===== src/rtl/frame_cfg_pkg.sv =====
// frame_cfg_pkg: shared definitions for the column frame writer.
//   state_e        - writer FSM states
//   SYNC_BYTE      - default header sync byte
//   SYNC_*/IDX_*   - header field positions
package frame_cfg_pkg;

  typedef enum logic [2:0] {
    IDLE   = 3'd0,
    LOAD   = 3'd1,
    STROBE = 3'd2,
    HOLD   = 3'd3,
    DROP   = 3'd4
  } state_e;

  localparam logic [7:0] SYNC_BYTE = 8'hFA;

  localparam int SYNC_MSB = 31;
  localparam int SYNC_LSB = 24;
  localparam int IDX_MSB  = 4;
  localparam int IDX_LSB  = 0;
  localparam int IDX_W    = IDX_MSB - IDX_LSB + 1;

endpackage


===== src/rtl/frame_row_buffer.sv =====
// frame_row_buffer: Rows x RowW register file, one write port, all rows
// visible at once on a flat bus (row r at [r*RowW +: RowW]).
//   gclk, grst_n - clock, async active-low reset (clears all rows)
//   we, waddr    - write enable and row address
//   wdata        - row write data
//   rows_flat    - concatenated row contents
module frame_row_buffer #(
  parameter int Rows  = 16,
  parameter int RowW  = 32,
  parameter int AddrW = 4
) (
  input  logic                 gclk,
  input  logic                 grst_n,
  input  logic                 we,
  input  logic [AddrW-1:0]     waddr,
  input  logic [RowW-1:0]      wdata,
  output logic [Rows*RowW-1:0] rows_flat
);

  for (genvar r = 0; r < Rows; r++) begin : g_row
    logic [RowW-1:0] row_q;
    logic [RowW-1:0] row_d;

    always_comb row_d = (we && (waddr == AddrW'(r))) ? wdata : row_q;

    always_ff @(posedge gclk or negedge grst_n) begin
      if (!grst_n) row_q <= '0;
      else         row_q <= row_d;
    end

    assign rows_flat[r*RowW +: RowW] = row_q;
  end

endmodule


===== src/rtl/frame_strobe_writer.sv =====
// frame_strobe_writer: assembles one configuration frame (one word per row)
// from a header + NumberOfRows data words, then pulses the selected frame
// strobe line for one cycle.
//   CLK, resetn    - clock, async active-low reset
//   WordData/Valid - input word stream; WordReady is the accept handshake
//   FrameData      - assembled frame, row r at [r*32 +: 32]
//   FrameStrobe    - one-hot single-cycle write pulse
//   Busy           - not IDLE
//   FrameError     - sticky: bad sync byte or out-of-range frame index
//   FramesWritten  - strobes issued, wraps at 16 bits
module frame_strobe_writer
  import frame_cfg_pkg::*;
#(
  parameter int         MaxFramesPerCol = 20,
  parameter int         FrameBitsPerRow = 32,
  parameter int         NumberOfRows    = 16,
  parameter logic [7:0] SyncByte        = SYNC_BYTE
) (
  input  logic                                    CLK,
  input  logic                                    resetn,
  input  logic [31:0]                             WordData,
  input  logic                                    WordValid,
  output logic                                    WordReady,
  output logic [NumberOfRows*FrameBitsPerRow-1:0] FrameData,
  output logic [MaxFramesPerCol-1:0]              FrameStrobe,
  output logic                                    Busy,
  output logic                                    FrameError,
  output logic [15:0]                             FramesWritten
);

  localparam int RowAW = (NumberOfRows > 1) ? $clog2(NumberOfRows) : 1;
  localparam logic [RowAW-1:0] LastRow = RowAW'(NumberOfRows - 1);
  localparam logic [MaxFramesPerCol-1:0] StrobeOne = MaxFramesPerCol'(1);

  state_e                     state_q, state_d;
  logic [RowAW-1:0]           rowcnt_q, rowcnt_d;
  logic [IDX_W-1:0]           idx_q, idx_d;
  logic [MaxFramesPerCol-1:0] strobe_q, strobe_d;
  logic                       ready_q, ready_d;
  logic                       busy_q, busy_d;
  logic                       err_q, err_d;
  logic [15:0]                cnt_q, cnt_d;

  logic             acc;
  logic             row_we;
  logic [7:0]       hdr_sync;
  logic [IDX_W-1:0] hdr_idx;
  logic             idx_ok;

  assign acc      = WordValid & ready_q;
  assign hdr_sync = WordData[SYNC_MSB:SYNC_LSB];
  assign hdr_idx  = WordData[IDX_MSB:IDX_LSB];
  assign idx_ok   = 32'(hdr_idx) < 32'(MaxFramesPerCol);

  always_comb begin
    state_d  = state_q;
    rowcnt_d = rowcnt_q;
    idx_d    = idx_q;
    strobe_d = '0;
    err_d    = err_q;
    cnt_d    = cnt_q;
    row_we   = 1'b0;

    case (state_q)
      IDLE: if (acc) begin
        if (hdr_sync != SyncByte) begin
          err_d = 1'b1;                // discard, stay in IDLE
        end else if (idx_ok) begin
          idx_d    = hdr_idx;
          rowcnt_d = '0;
          state_d  = LOAD;
        end else begin
          err_d    = 1'b1;
          rowcnt_d = '0;
          state_d  = DROP;
        end
      end
      LOAD: if (acc) begin
        row_we = 1'b1;
        if (rowcnt_q == LastRow) begin
          // Strobe is registered on entry so it is high for the whole STROBE cycle.
          strobe_d = StrobeOne << idx_q;
          cnt_d    = cnt_q + 16'd1;
          state_d  = STROBE;
        end else begin
          rowcnt_d = rowcnt_q + RowAW'(1);
        end
      end
      STROBE: state_d = HOLD;
      HOLD:   state_d = IDLE;
      DROP: if (acc) begin
        if (rowcnt_q == LastRow) state_d = IDLE;
        else                     rowcnt_d = rowcnt_q + RowAW'(1);
      end
      default: state_d = IDLE;
    endcase

    // Handshake and busy are registered from the next state: no path from WordValid.
    ready_d = (state_d == IDLE) || (state_d == LOAD) || (state_d == DROP);
    busy_d  = (state_d != IDLE);
  end

  always_ff @(posedge CLK or negedge resetn) begin
    if (!resetn) begin
      state_q  <= IDLE;
      rowcnt_q <= '0;
      idx_q    <= '0;
      strobe_q <= '0;
      ready_q  <= 1'b1;
      busy_q   <= 1'b0;
      err_q    <= 1'b0;
      cnt_q    <= '0;
    end else begin
      state_q  <= state_d;
      rowcnt_q <= rowcnt_d;
      idx_q    <= idx_d;
      strobe_q <= strobe_d;
      ready_q  <= ready_d;
      busy_q   <= busy_d;
      err_q    <= err_d;
      cnt_q    <= cnt_d;
    end
  end

  frame_row_buffer #(
    .Rows  (NumberOfRows),
    .RowW  (FrameBitsPerRow),
    .AddrW (RowAW)
  ) u_rows (
    .gclk      (CLK),
    .grst_n    (resetn),
    .we        (row_we),
    .waddr     (rowcnt_q),
    .wdata     (WordData),
    .rows_flat (FrameData)
  );

  assign WordReady     = ready_q;
  assign FrameStrobe   = strobe_q;
  assign Busy          = busy_q;
  assign FrameError    = err_q;
  assign FramesWritten = cnt_q;

endmodule


===== config.mk =====
export PLATFORM = sky130hd
export DESIGN_NAME = frame_strobe_writer
export DESIGN_NICKNAME = d
export VERILOG_FILES = /design/src/rtl/frame_cfg_pkg.sv /design/src/rtl/frame_row_buffer.sv /design/src/rtl/frame_strobe_writer.sv
export SDC_FILE = /design/constraint.sdc
export NUM_CORES = 1
export LEC_CHECK = 0
export ABC_AREA = 1
export CAP_MARGIN = 25
export CORE_MARGIN = 2
export CORE_UTILIZATION = 35
export CTS_CLUSTER_SIZE = 16
export DETAILED_ROUTE_END_ITERATION = 8
export MAX_ROUTING_LAYER = met4
export PLACE_DENSITY = 0.68
export SYNTH_ARGS = -nofsm -noshare
export SYNTH_HDL_FRONTEND = slang
export SYNTH_SLANG_ARGS = --single-unit

===== constraint.sdc =====
create_clock -name CLK -period 4.95 [get_ports CLK]
set_clock_uncertainty 0.2 [all_clocks]
set_input_delay 0.99 -clock CLK [delete_from_list [all_inputs] [get_ports CLK]]
set_output_delay 0.99 -clock CLK [all_outputs]
set_load 0.05 [all_outputs]

==> impl_metrics.tcl, run 1 <==
set metrics [dict create \
    place_area_um2 27170 \
    place_congestion 0.8741 \
    power_frac_seq 0.429 \
    finalSetupViolCount 0 \
    fill_cells 5183 \
    tightest_slew_ns 1.051 \
    die_h_um 248.1 \
    max_slew_margin 0.2986 \
    yosys-top-cells-count "596 x nand2_1, 562 x dfrtp_1, 264 x o21ai_1, 257 x o21ai_0, 66 x inv_1" \
    whs_ns 0.2225 \
    ant_nets 0 \
    hp-class "primary input to asynchronous set/reset pin" \
    p_switching_mw 3.034 \
    via_per_inst 4.961 \
    core_um2 58910 \
    rsz0062_at_grt "false" \
    crit_type "primary input to flop" \
    combPwrFrac 0.121 \
    insertion_delay_ns 0.61 \
    clock.fmax_mhz 311.9 \
    rows 89 \
    grt_pass1_vias 16463 \
    yosysWarningCount 0 \
    cts_resized 0 \
    grt_max_degree 128 \
    wl_um 71640 \
    cp.arrival_ns 3.46 \
    crit_fanout 45 \
    critPathRequiredTime_ns 5.20 \
    cap_violations 0 \
    finish.instance_area_um2 29460 \
    grt_usage 0.2360 \
    ys_ff_latch 563 \
    fin_crit_sh 0.6477 \
    syn_inst 2015 \
    num_io_pins 586 \
    grt_pass1_wl_um 104600 \
    finalNetCount 2583 \
    p_leak_nw 13.08 \
    startpoint_type "primary input" \
    cts_tree "done" \
    firstDrtPassIters 6 \
    num_vias 16717 \
    clk_pin_slew_ns 0.06 \
    synth_edf_count 0 \
    cts_root_buf "clkbuf_16" \
    ys.flop_type "dfrtp_1" \
    finish.utilization 0.5000 \
    post-synth-top-area-fraction 0.6744 \
    drive_above_1_share 0.05898 \
    die_w_um 248.1 \
    hold_viol_final 0 \
    period_needed_ns 3.206 \
    ir_worst_vdd_uv 277.2 \
    synth.largest_area_cell "dfrtp_1" \
    drc_errors 0 \
    synthesis.nets 2055 \
    drtIter0Drc 1135 \
    grt_antenna_before_repair 2 \
    ys_seq_area_frac 0.6757 \
    numCtsBuffers 59 \
    dp_hpwl_um 47850 \
    synth.distinct_cells 27 \
    holdBufCountCts 0 \
    cts_sinks 563 \
    drv_slew 0 \
    synth_most_common_cell "nand2_1" \
    clkPwrFrac 0.450 \
    p_per_area_nw_per_um2 384.7 \
    syn_to_final_growth_pct 41.26 \
    outcome "finished, final reports clean" \
    wl_per_cell_um 21.26 \
    globalRouteOverflowTotal 0 \
    p_int_mw 8.297 \
    cts_setup_buffers 0 \
    clock_path_buffers 3 \
    synth_area_leaders "dfrtp_1 67%, nand2_1 11%, o21ai_1 6.3%" \
    setup_tns_ns 0 \
    post_synth.cell_area_avg_um2 10.35 \
    syn_area_um2 20850 \
    async_flop_share 1.000 \
    end_kind "flop" \
    fp.dieArea_um2 61550 \
    htreeDepth 2 \
    p_sw_frac 0.2677 \
    start_util 0.3540 \
    port_buffers 585 \
]
-- registers in the layout (all words and copies together), names as in the netlist --
signal and count:
state_q 3, FramesWritten 16, FrameStrobe 20, Busy 1, FrameError 1, idx_q 5, u_rows.g_row.row_q 512, rowcnt_q 4
WordReady 1
-- stage by stage --
step	setup slack (ns)	std cells	total power [mW]
floorplan	2.651	2015	5.696
global placement	1.143	3253	6.300
detailed placement	1.111	3255	6.322
CTS	1.746	3367	11.41
global route	1.553	3369	11.70
finish	1.744	3370	11.33
-- layer usage --
| layer | GRT usage | vias to the layer above | part of all wire |
|---|---|---|---|
| met3 | 0.06529 | 187 | 0.087 |
| met4 | 0.1323 | 0 | 0.060 |
| met5 | - | - | 0 |
| met1 | 0.2859 | 8173 | 0.40 |
| li1 | - | 7645 | - |
| met2 | 0.3567 | 712 | 0.46 |
-- cell families after synthesis --
kind of cell	Yosys count	share of synthesized area
AO/OA/AOI/OAI	529	0.1271
XOR/XNOR	9	0.003780
adder cells (fa/ha/maj)	5	0.003000
buffers and inverters	206	0.05028
flip-flops	563	0.6757
AND/OR/NAND/NOR	703	0.1402
-- power groups by stage --
stage          sequential (mW)  combinational, mW  clock (mW)
3_3_place_gp              4.93               1.37           0
6_report                  4.86               1.37        5.10
3_5_place_dp              4.94               1.38           0
5_1_grt                   4.88               1.45        5.37
4_1_cts                   4.86               1.38        5.17
2_1_floorplan             5.47              0.224           0
-- final cells by class --
class	instances	area, um2	share of cell area
sequential	563	14090	0.4783
timing repair buffer	604	6106	0.2073
multi-input combinational	1246	5751	0.1952
clock buffer	79	1703	0.05781
tap	773	967.2	0.03283
clock inverter	33	573.1	0.01945
inverter	69	259.0	0.008793
antenna	3	7.507	0.0002549
-- final timing paths --
path,from,to,slack [ns],cells after the start
setup / recovery,WordValid,u_rows.g_row[12].row_q[0],1.74,7
hold / removal,resetn,u_rows.g_row[1].row_q[25],0.22,1
setup reg to reg,rowcnt_q[0],FrameStrobe[4],1.92,7
hold reg to reg,FrameError,FrameError,0.26,1
max in group asynchronous,resetn,FrameError,3.08,2
min in group CLK,FrameError,FrameError,0.26,1
-- placed cells by master, fill, tap and decap left out, types with 2 or more instances in the layout --
master	count
a21oi_1	7
buf_12	5
buf_16	2
buf_4	12
bufinv_16	14
clkbuf_1	6
clkbuf_16	60
clkbuf_8	13
clkdlybuf4s50_1	584
clkinv_2	6
clkinv_4	5
clkinvlp_4	3
dfrtp_1	562
diode_2	3
ha_1	5
inv_1	66
inv_2	3
inv_6	2
inv_8	2
nand2_1	595
nand3_1	23
nand3_2	3
nand3_4	12
nand4_1	6
nand4_4	3
nor2_1	55
nor2_4	2
o21ai_0	257
o21ai_1	264
xor2_1	8
-- critical path: stages --
cell             delay (ns)
clkdlybuf4s50_1        0.51
nand2_1                0.21
nor2_8                 0.48
nand4_4                0.65
buf_4                  0.44
nand2_1                0.07
o21ai_0                0.09
No activity file was read; power rests on OpenSTA's default activity.
==> inputs of run 2 (changes only) <==
Settings changed: PLACE_DENSITY 0.68 to 0.7.
Clock period 4.95 ns to 2.88 ns, I/O delays scaled along.
==> impl_metrics.tcl, run 2 (synthesis gave the netlist of run 1 again) <==
set metrics [dict create \
    outcome "finished, final reports clean" \
    critPathRequiredTime_ns 2.10 \
    cts_tree "done" \
    num_io_pins 586 \
    hold_viol_final 0 \
    clk_pin_slew_ns 0.06 \
    place_congestion 0.8869 \
    end_kind "output port" \
    placed_cells 3313 \
    finalSetupViolCount 0 \
    rr_startpoint "rowcnt_q[0]" \
    ff2ff_setup_slack_ns 0.59 \
    whs_ns 0.2815 \
    grt_antenna_before_repair 2 \
    globalRouteOverflowTotal 0 \
    reg2regPathDepth 7 \
    p_total_mw 18.13 \
    numCtsBuffers 57 \
    startpoint_type "flop" \
    crit_type "flop to output port" \
    slowest_delay_ns 0.81 \
    p_leak_nw 13.22 \
    period_needed_ns 2.760 \
    crit_fanout 2 \
    holdPathStages 2 \
    cts_sinks 563 \
    fin_crit_sh 0.9583 \
    fp.dieArea_um2 61550 \
    hp-class "flop to flop" \
    place_area_um2 27670 \
    rsz0062_at_grt "false" \
    firstDrtPassIters 5 \
    hold_path_end "u_rows.g_row[3].row_q[1]" \
    insertion_delay_ns 0.60 \
    dp_hpwl_um 49990 \
    grt_pass1_vias 17028 \
    grt_pass1_wl_um 106200 \
    grt_max_degree 88 \
    setup_slack_ns 0.1201 \
    drc_errors 0 \
    rr_endpoint "FramesWritten[2]" \
    finalNetCount 2640 \
    instances_no_fill 3418 \
    grt_usage 0.2360 \
    ant_nets 0 \
    drv_slew 0 \
    layout_common_cells "595 x nand2_1, 584 x clkdlybuf4s50_1, 562 x dfrtp_1, 264 x o21ai_1, 257 x o21ai_0" \
    crit_chain "clkdlybuf4s50_1" \
    path_buf_inv 1 \
    num_vias 16949 \
    final_common_cell "nand2_1" \
    fill_cells 5165 \
    max_slew_margin 0.3681 \
    cp_slowest_cell "clkdlybuf4s50_1" \
    largest_reg_flops 512 \
    port_buffers 585 \
    via_per_inst 4.959 \
    wl_per_cell_um 20.85 \
    hp-start "u_rows.g_row[3].row_q[1]" \
    crit_family "buffers and inverters" \
    finish.utilization 0.5017 \
    pre_cts_ws_ns 0.2397 \
    tightest_slew_ns 0.9468 \
    ir_worst_vdd_uv 504.1 \
    htreeDepth 2 \
    rows 89 \
    die_h_um 248.1 \
    drtIter0Drc 1130 \
    cp.arrival_ns 1.98 \
    finish.instance_area_um2 29560 \
    drive_above_1_share 0.07526 \
    clock.fmax_mhz 362.3 \
    cts_root_buf "clkbuf_16" \
    die_w_um 248.1 \
    clock_path_buffers 3 \
    wl_um 71260 \
    cts_setup_buffers 0 \
    syn_to_final_growth_pct 41.74 \
    core_um2 58910 \
    p_per_area_nw_per_um2 613.6 \
    setup_tns_ns 0 \
    start_util 0.3540 \
    cap_violations 0 \
    largest-register "u_rows.g_row.row_q" \
]
[run 2: cell count changes in the layout (fill, tap and decap cells not counted), sizes merged]
cell,change
diode,-2
clkbuf,-3
bufinv,-10
dlygate4sd3,+1
inv,-3
clkinvlp,-3
clkinv,+10
buf,+58
[run 2: layer usage]
layer / track usage / vias up / share of wire
met5: - / - / 0
met2: 0.3819 / 688 / 0.49
li1: - / 7752 / -
met3: 0.05516 / 167 / 0.079
met4: 0.09581 / 0 / 0.041
met1: 0.2852 / 8342 / 0.39
[run 2: what timing repair did]
action,4_1_cts,5_1_grt
endpoints found under the hold margin,38,0
gates resized for setup,0,0
hold buffers,1,0
setup endpoints to repair,0,0
[run 2: layout make-up]
class | count | area (um2) | share of cell area
clock inverters | 27 | 272.8 | 0.009229
multi-input cells | 1246 | 5743 | 0.1943
clock buffers | 76 | 1598 | 0.05406
inverters | 69 | 259.0 | 0.008763
diodes | 1 | 2.502 | 0.00008467
flip-flops and latches | 563 | 14090 | 0.4767
well taps | 773 | 967.2 | 0.03272
repair buffers | 663 | 6624 | 0.2241
[run 2: worst max path at each step]
| stage | startpoint | end | depth (start not counted) |
|---|---|---|---|
| floorplan | WordReady | u_rows.g_row[3].row_q[21] | 7 |
| global placement | WordValid | u_rows.g_row[3].row_q[18] | 8 |
| finish | WordReady | WordReady | 1 |
| detailed placement | WordValid | u_rows.g_row[4].row_q[0] | 8 |
| global route | WordReady | WordReady | 1 |
| CTS | WordReady | WordReady | 1 |
[run 2: power breakdown]
group	leakage (nW)	internal, mW	total [mW]	switching, mW
combinational	4.52	0.671	2.38	1.71
clock	0.939	4.25	7.39	3.14
sequential	7.77	8.19	8.36	0.179
